## src/rtl/cva6_ptw_sv32.sv

```systemverilog
// Sv32 two-level hardware page-table walker feeding cva6_tlb_sv32.update_i.
// One memory read in flight at a time; completion and fault pulses are registered.
module cva6_ptw_sv32 #(
  parameter int unsigned ASID_WIDTH = 1
) (
  input  logic                  clk_i,
  input  logic                  rst_ni,
  input  logic                  flush_i,
  input  logic [21:0]           satp_ppn_i,
  input  logic                  walk_req_i,
  input  logic [31:0]           walk_vaddr_i,
  input  logic [ASID_WIDTH-1:0] walk_asid_i,
  output logic                  walk_ready_o,
  output logic                  mem_req_o,
  output logic [33:0]           mem_addr_o,
  input  logic                  mem_gnt_i,
  input  logic                  mem_rvalid_i,
  input  logic [31:0]           mem_rdata_i,
  output logic [62:0]           update_o,
  output logic                  walk_done_o,
  output logic                  walk_error_o,
  output logic                  busy_o
);

  // Memory handshake: a read is offered while mem_req_o is high and counts as
  // accepted in the cycle mem_gnt_i is high; exactly one mem_rvalid_i answers it.
  typedef enum logic [2:0] {
    IDLE, WAIT_GNT, WAIT_RVALID, DONE, FAULT, DRAIN
  } state_e;

  state_e                state_q, state_d;
  logic                  level_q, level_d;
  logic [19:0]           vpn_q, vpn_d;
  logic [ASID_WIDTH-1:0] asid_q, asid_d;
  logic [31:0]           pte_q, pte_d;
  logic [33:0]           addr_q, addr_d;
  logic [62:0]           upd_q, upd_d;
  logic                  ready_q, ready_d;
  logic                  done_q, done_d;
  logic                  error_q, error_d;

  logic        pte_v, pte_r, pte_w, pte_x, pte_a, pte_leaf;
  logic [21:0] pte_ppn;
  logic [8:0]  asid_ext;
  logic        unused_vaddr_bits;

  assign pte_v    = mem_rdata_i[0];
  assign pte_r    = mem_rdata_i[1];
  assign pte_w    = mem_rdata_i[2];
  assign pte_x    = mem_rdata_i[3];
  assign pte_a    = mem_rdata_i[6];
  assign pte_ppn  = mem_rdata_i[31:10];
  assign pte_leaf = pte_r | pte_x;
  assign asid_ext = 9'(asid_q);
  assign unused_vaddr_bits = ^walk_vaddr_i[11:0];

  always_comb begin
    state_d = state_q;
    level_d = level_q;
    vpn_d   = vpn_q;
    asid_d  = asid_q;
    pte_d   = pte_q;
    addr_d  = addr_q;
    upd_d   = {1'b0, upd_q[61:0]};
    done_d  = 1'b0;
    error_d = 1'b0;

    case (state_q)
      IDLE: begin
        // A flush in the same cycle as a request wins: the request is dropped.
        if (walk_req_i && ready_q && !flush_i) begin
          vpn_d   = walk_vaddr_i[31:12];
          asid_d  = walk_asid_i;
          level_d = 1'b1;
          addr_d  = {satp_ppn_i, 12'b0} + {22'b0, walk_vaddr_i[31:22], 2'b0};
          state_d = WAIT_GNT;
        end
      end
      WAIT_GNT: begin
        if (flush_i) state_d = mem_gnt_i ? DRAIN : IDLE;
        else if (mem_gnt_i) state_d = WAIT_RVALID;
      end
      WAIT_RVALID: begin
        if (mem_rvalid_i) begin
          if (flush_i) begin
            state_d = IDLE;
          end else if (!pte_v || (!pte_r && pte_w)) begin
            state_d = FAULT;
          end else if (pte_leaf) begin
            pte_d = mem_rdata_i;
            if (!pte_a || (level_q && (pte_ppn[9:0] != 10'd0))) state_d = FAULT;
            else state_d = DONE;
          end else if (level_q) begin
            level_d = 1'b0;
            addr_d  = {pte_ppn, 12'b0} + {22'b0, vpn_q[9:0], 2'b0};
            state_d = WAIT_GNT;
          end else begin
            state_d = FAULT;
          end
        end else if (flush_i) begin
          state_d = DRAIN;
        end
      end
      DONE: begin
        done_d  = 1'b1;
        upd_d   = {1'b1, level_q, vpn_q, asid_ext, pte_q};
        state_d = IDLE;
      end
      FAULT: begin
        error_d = 1'b1;
        state_d = IDLE;
      end
      DRAIN: begin
        if (mem_rvalid_i) state_d = IDLE;
      end
      default: state_d = IDLE;
    endcase

    // Hold off new requests while the completion pulse of the last walk is visible.
    ready_d = (state_d == IDLE) && (state_q != DONE) && (state_q != FAULT);
  end

  always_ff @(posedge clk_i or negedge rst_ni) begin
    if (!rst_ni) begin
      state_q <= IDLE;
      level_q <= 1'b0;
      vpn_q   <= '0;
      asid_q  <= '0;
      pte_q   <= '0;
      addr_q  <= '0;
      upd_q   <= '0;
      ready_q <= 1'b0;
      done_q  <= 1'b0;
      error_q <= 1'b0;
    end else begin
      state_q <= state_d;
      level_q <= level_d;
      vpn_q   <= vpn_d;
      asid_q  <= asid_d;
      pte_q   <= pte_d;
      addr_q  <= addr_d;
      upd_q   <= upd_d;
      ready_q <= ready_d;
      done_q  <= done_d;
      error_q <= error_d;
    end
  end

  assign walk_ready_o = ready_q;
  assign mem_req_o    = (state_q == WAIT_GNT);
  assign mem_addr_o   = addr_q;
  assign update_o     = upd_q;
  assign walk_done_o  = done_q;
  assign walk_error_o = error_q;
  assign busy_o       = (state_q != IDLE);

endmodule

```

## config.mk

```make
export PLATFORM = sky130hd
export DESIGN_NAME = cva6_ptw_sv32
export DESIGN_NICKNAME = d
export VERILOG_FILES = /design/src/rtl/cva6_ptw_sv32.sv
export SDC_FILE = /design/constraint.sdc
export NUM_CORES = 1
export LEC_CHECK = 0
export CORE_ASPECT_RATIO = 0.8
export CORE_MARGIN = 5
export CORE_UTILIZATION = 50
export CTS_CLUSTER_DIAMETER = 200
export DETAILED_ROUTE_END_ITERATION = 10
export PLACE_DENSITY = 0.85
export RECOVER_POWER = 50
export SYNTH_ARGS = -nofsm -noshare
export SYNTH_HDL_FRONTEND = slang
export SYNTH_SLANG_ARGS = --single-unit
```

## constraint.sdc

```tcl
create_clock -name clk_i -period 4 [get_ports clk_i]
set_clock_uncertainty 0.05 [all_clocks]
set_input_delay 1 -clock clk_i [delete_from_list [all_inputs] [get_ports clk_i]]
set_output_delay 1 -clock clk_i [all_outputs]
set_load 0.02 [all_outputs]
```

==> reports/metrics.cfg, run 1 <==
[grt]
grt_first_pass_wirelength_mm = 25.1
grt_pass1_vias = 4842
gr-total-overflow = 0
antenna_found_initial = 0
grt_max_degree = 81
track_usage_pct = 22.1

[synth]
synth_top_cells_by_area = dfrtp_1 (58%), mux2_2 (16%), nand2_1 (9.7%)
synth_most_common_cell = nand2_1
yosysTopAreaCellShare_pct = 58.1
synth_edf_count = 0
avgSynthCellArea_sq_um = 12.3
synth_cell_types = 42
ys.flop_type = dfrtp_1
synth_area_sq_um = 6290
yosys-top-cells-count = nand2_1 (162), dfrtp_1 (146), mux2_2 (89)
seq_area_frac_synth_pct = 58.1
ys_ff_latch = 146
syn_inst = 512
async_reset_ff_share_pct = 100
ys_warn_count = 0
yosys.area.top_type = dfrtp_1

[hold_path]
hp-class = flip-flop to flip-flop
hold_depth = 2
whs_endpoint = update_o[51]
hold_start = vpn_q[10]

[cts]
numCtsBuffers = 17
cts.sinks = 146
cts_resized = 0
clkSlewWorstSetupHoldPaths_ps = 60
cts_tree = built
htree_levels = 4
clock_latency_ps = 420
hold_buffers = 0
cts_setup_buffers = 0
cts_max_path_buffers = 2
cts_root_buffer = clkbuf_16

[floorplan]
chipHeight_microns = 110
std_cell_rows = 36
initial_core_util_pct = 51.3
die_x_microns = 135
die_area_sq_um = 14900
core_area_sq_um = 12300
boundaryPins = 195

[sta]
max_freq_mhz = 309
hold_viol_final = 0
fin_setup_tns_ps = 0
setup_violations = 0
rsz0062_at_grt = no
fin_crit_sh_pct = 80.8
worstMarginPinSlew_ps = 1860
slew_headroom_pct = -24.0
maxSlewViolCount = 123
period_needed_ps = 3230

[cells_and_area]
area_growth_pct = 37.8
layout-drive-gt1-share_pct = 21.7
fin_area_sq_um = 8660
layout.nets = 776
num_antenna_cells = 0
instances_no_fill = 867

[critical_path]
critical_path_class = input pin to flip-flop
cpMaxStageDelayCell = clkbuf_1
endpoint_kind = flip-flop
r2r_start = state_q[1]
rr_endpoint = update_o[28]
critPathMaxStageDelay_ps = 920
required_ps = 4250
crit_path_cell_trace = dlygate4sd3_1 > or3_1 > clkbuf_1 > o41ai_1 > a211o_1
arrival_ps = 3480
cp_max_fo = 21
r2r_cells = 5
cp_top_family = buffers and inverters
start_kind = input pin
critPathBufInv = 2
r2r_setup_slack_ps = 860
startpoint = flush_i

[route]
num_vias = 4441
antenna_left = 0
wl_per_cell_microns = 18.0
drcViolationCount = 0
drt-total-wl_mm = 15.6
routed_via_density = 5.12
drt_iter0_markers = 257
first_pass_iters = 4

[status]
status = finished with violations
violations = capacitance limit, slew limit

[placed_design]
port_buffers = 172
dp_hpwl_mm = 10.5
placed_cells = 835
place_area_sq_um = 8130
place.gp.congestion = 0.803

[power_and_ir_drop]
cellPowerDensity_nw_per_um2 = 633
leakagePower_nw = 4.11
ir_drop_mv = 0.422

[job]
cap_viol_max_count = 2

## layer usage
layer  GRT usage, %  up-vias  part of all wire [%]
li1               -     2037                     -
met3           6.81       36                   6.1
met1           27.1     2221                    42
met5              0        -                     0
met4           9.78        0                   2.7
met2           36.4      147                    49
## logic make-up after synthesis
logic type             share of synthesized area [%]
buffers and inverters                           3.88
other                                         0.0597
DFF                                             58.1
AOI/OAI and AO/OA                               1.91
and+or+nand+nor                                 13.2
muxes                                           22.9
## how the worst max path moves through the flow
stage,endpoint,slack [ps],depth (start not counted)
3_3_place_gp,mem_addr_o[5],610,6
6_report,state_q[0],770,5
4_1_cts,mem_addr_o[7],1000,6
2_1_floorplan,mem_addr_o[10],1400,6
5_1_grt,update_o[58],440,2
3_5_place_dp,mem_addr_o[7],560,6
## worst reg2reg max path, cell delays in order, from the launching register on
cell and delay [ps]:
dfrtp_1 660, buf_4 510, nand3b_1 160, inv_1 1350, nand2_1 210, nand2_1 140
## cell usage in the layout (no fill, tap or decap), types with 3 or more instances in the layout
| master | instances |
|---|---|
| dlygate4sd3_1 | 11 |
| clkdlybuf4s50_1 | 160 |
| bufinv_16 | 3 |
| inv_1 | 3 |
| conb_1 | 10 |
| buf_4 | 3 |
| mux2_2 | 88 |
| clkinv_2 | 6 |
| clkbuf_1 | 3 |
| nand2_1 | 162 |
| dfrtp_1 | 146 |
| or3_1 | 3 |
| clkbuf_16 | 17 |
| nand2b_1 | 4 |
| mux2_4 | 22 |
| nor2_1 | 3 |
| nor4_1 | 3 |
| nor3b_1 | 3 |
| mux2_1 | 8 |
## registers in the layout (all words and copies together) (netlist names)
| register | cells |
|---|---|
| asid_q | 1 |
| level_q | 1 |
| mem_addr_o | 32 |
| pte_q | 32 |
| state_q | 3 |
| update_o | 55 |
| vpn_q | 20 |
| walk_error_o | 1 |
| walk_ready_o | 1 |
## report_power, final
part	switching, mW	leakage (nW)	internal (mW)	total, mW
combinational	0.802	1.91	0.915	1.72
clock	0.592	0.292	1.01	1.60
sequential	0.257	1.90	1.91	2.17
total	1.65	4.11	3.83	5.48
## cell type report
type | count | area (sq um)
Clock inverter | 11 | 135
Fill cell | 847 | 3590
Tap cell | 171 | 214
Sequential cell | 146 | 3650
Multi-Input combinational cell | 335 | 2390
Clock buffer | 21 | 460
Timing Repair Buffer | 180 | 1800
Inverter | 3 | 11.3
## per-stage QoR
stage | power [mW] | hold slack [ps] | setup WS (ps) | util [%]
after floorplan | 3.06 | 380 | 1400 | -
after global placement | 3.86 | 393 | 615 | 66.4
after detailed placement | 3.94 | 399 | 556 | 66.4
after CTS | 5.58 | 415 | 1000 | 71.2
after global routing | 5.75 | 438 | 438 | 70.7
final | 5.48 | 410 | 767 | 70.7
No activity file was read; power rests on OpenSTA's default activity.
==> run 2, diff against run 1 <==
--- a/config.mk
+++ b/config.mk
@@ -7,10 +7,10 @@
 export LEC_CHECK = 0
 export CORE_ASPECT_RATIO = 0.8
 export CORE_MARGIN = 5
-export CORE_UTILIZATION = 50
+export CORE_UTILIZATION = 47
 export CTS_CLUSTER_DIAMETER = 200
 export DETAILED_ROUTE_END_ITERATION = 10
-export PLACE_DENSITY = 0.85
+export PLACE_DENSITY = 0.81
 export RECOVER_POWER = 50
 export SYNTH_ARGS = -nofsm -noshare
 export SYNTH_HDL_FRONTEND = slang
==> constraint.sdc (replaced) <==
create_clock -name clk_i -period 3.1 [get_ports clk_i]
set_clock_uncertainty 0.05 [all_clocks]
set_input_delay 0.775 -clock clk_i [delete_from_list [all_inputs] [get_ports clk_i]]
set_output_delay 0.775 -clock clk_i [all_outputs]
set_load 0.02 [all_outputs]
==> reports/metrics.cfg, run 2 (synthesized netlist as in run 1, its figures left out) <==
[job]
cap_viol_max_count = 1

[sta]
maxSlewViolCount = 63
fin_crit_sh_pct = 89.7
rsz0062_at_grt = no
worstMarginPinSlew_ps = 1570
period_needed_ps = 2780
max_freq_mhz = 360
setup_violations = 0
hold_viol_final = 0
fin_setup_tns_ps = 0
slew_headroom_pct = -4.90

[placed_design]
port_buffers = 172
place.gp.congestion = 0.838
dp_hpwl_mm = 10.8

[cells_and_area]
layout.nets = 780
layout-drive-gt1-share_pct = 23.7
num_antenna_cells = 0
layout_common_cells = clkdlybuf4s50_1 (171), nand2_1 (162), dfrtp_1 (145)
largest_reg_flops = 55
fin_util_pct = 67.8
layout_commonest_cell = clkdlybuf4s50_1
area_growth_pct = 39.8

[critical_path]
startpoint = state_q[1]
critPathBufInv = 1
critical_path_class = flip-flop to output port
cp_max_fo = 17
endpoint_kind = output port
required_ps = 2270
crit_path_cell_trace = nor3b_1 > clkdlybuf4s50_1
arrival_ps = 1960
critPathMaxStageDelay_ps = 680
r2r_start = state_q[1]
cpMaxStageDelayCell = clkdlybuf4s50_1
start_kind = flip-flop
cp_top_family = buffers and inverters

[grt]
track_usage_pct = 20.1
gr-total-overflow = 0
antenna_found_initial = 0
grt_first_pass_wirelength_mm = 25.3
grt_max_degree = 68
grt_pass1_vias = 4877

[power_and_ir_drop]
ir_drop_mv = 0.468
cellPowerDensity_nw_per_um2 = 823
seqPwrFrac_pct = 38.6
internal-power_mw = 5.07
swShare_pct = 29.8
leakagePower_nw = 4.15
p_switching_mw = 2.16
pwr-share-clk_pct = 30.2
p_comb_share_pct = 31.2

[cts]
cts_tree = built
cts_resized = 0
hold_buffers = 0
clkSlewWorstSetupHoldPaths_ps = 60
cts_root_buffer = clkbuf_16
numCtsBuffers = 17
cts_setup_buffers = 0
clock_latency_ps = 410
cts_max_path_buffers = 2
cts.sinks = 146
htree_levels = 4

[route]
first_pass_iters = 6
num_vias = 4422
routed_via_density = 5.05
drt_iter0_markers = 142
drt-total-wl_mm = 15.6
drcViolationCount = 0
wl_per_cell_microns = 17.8
antenna_left = 0

[floorplan]
core_area_sq_um = 13000
initial_core_util_pct = 48.5
std_cell_rows = 37
boundaryPins = 195
die_area_sq_um = 15800
die_x_microns = 139
chipHeight_microns = 113

[status]
violations = capacitance limit, slew limit
status = finished with violations

[hold_path]
hp-class = flip-flop to flip-flop
hold_start = vpn_q[12]

==> run 2: path summary, 6_finish.rpt <==
path	end	slack, ps	cells after the start
setup / recovery	mem_req_o	320	2
hold / removal	update_o[53]	410	2
setup reg to reg	update_o[54]	580	6
hold reg to reg	update_o[53]	410	2
max in group asynchronous	update_o[22]	700	2
min in group asynchronous	vpn_q[4]	700	1
==> run 2: final cells by class <==
| type | instances | area [sq um] |
|---|---|---|
| clock buffers | 20 | 457 |
| clock inverters | 12 | 179 |
| fillers | 937 | 4180 |
| inverters | 3 | 11.3 |
| multi-input cells | 335 | 2430 |
| flip-flops and latches | 146 | 3650 |
| well taps | 175 | 219 |
| repair buffers | 184 | 1840 |
==> run 2: power groups by stage <==
stage | clock network (mW) | registers (mW) | logic (mW)
6_report | 2.19 | 2.79 | 2.25
5_1_grt | 2.32 | 2.87 | 2.39
4_1_cts | 2.23 | 2.80 | 2.29
3_5_place_dp | 0 | 2.82 | 2.27
3_3_place_gp | 0 | 2.78 | 2.21
2_1_floorplan | 0 | 3.20 | 0.746
==> run 2: worst register-to-register path, cell delays in order (launching register included) <==
cell,delay (ps)
dfrtp_2,570
nand3b_1,150
clkbuf_2,320
inv_1,130
clkbuf_2,950
nand2_1,190
nand2_1,110
==> run 2: stage by stage <==
step	instances	cell area (sq um)	setup WS [ps]	power, mW	hold WS, ps
after floorplan	521	6320	720	3.95	380
after global placement	843	8180	180	5.00	393
after detailed placement	843	8180	81.6	5.10	399
after CTS	875	8810	314	7.31	305
after global routing	875	8790	230	7.57	430
final	875	8790	319	7.23	406
==> run 2: layer usage <==
| layer | vias up | routed length (microns) | global-route usage [%] |
|---|---|---|---|
| met2 | 139 | 7900 | 34.8 |
| met1 | 2220 | 6490 | 23.9 |
| met4 | 0 | 323 | 7.95 |
| met3 | 22 | 858 | 5.53 |
| li1 | 2041 | - | - |
| met5 | - | 0 | 0 |
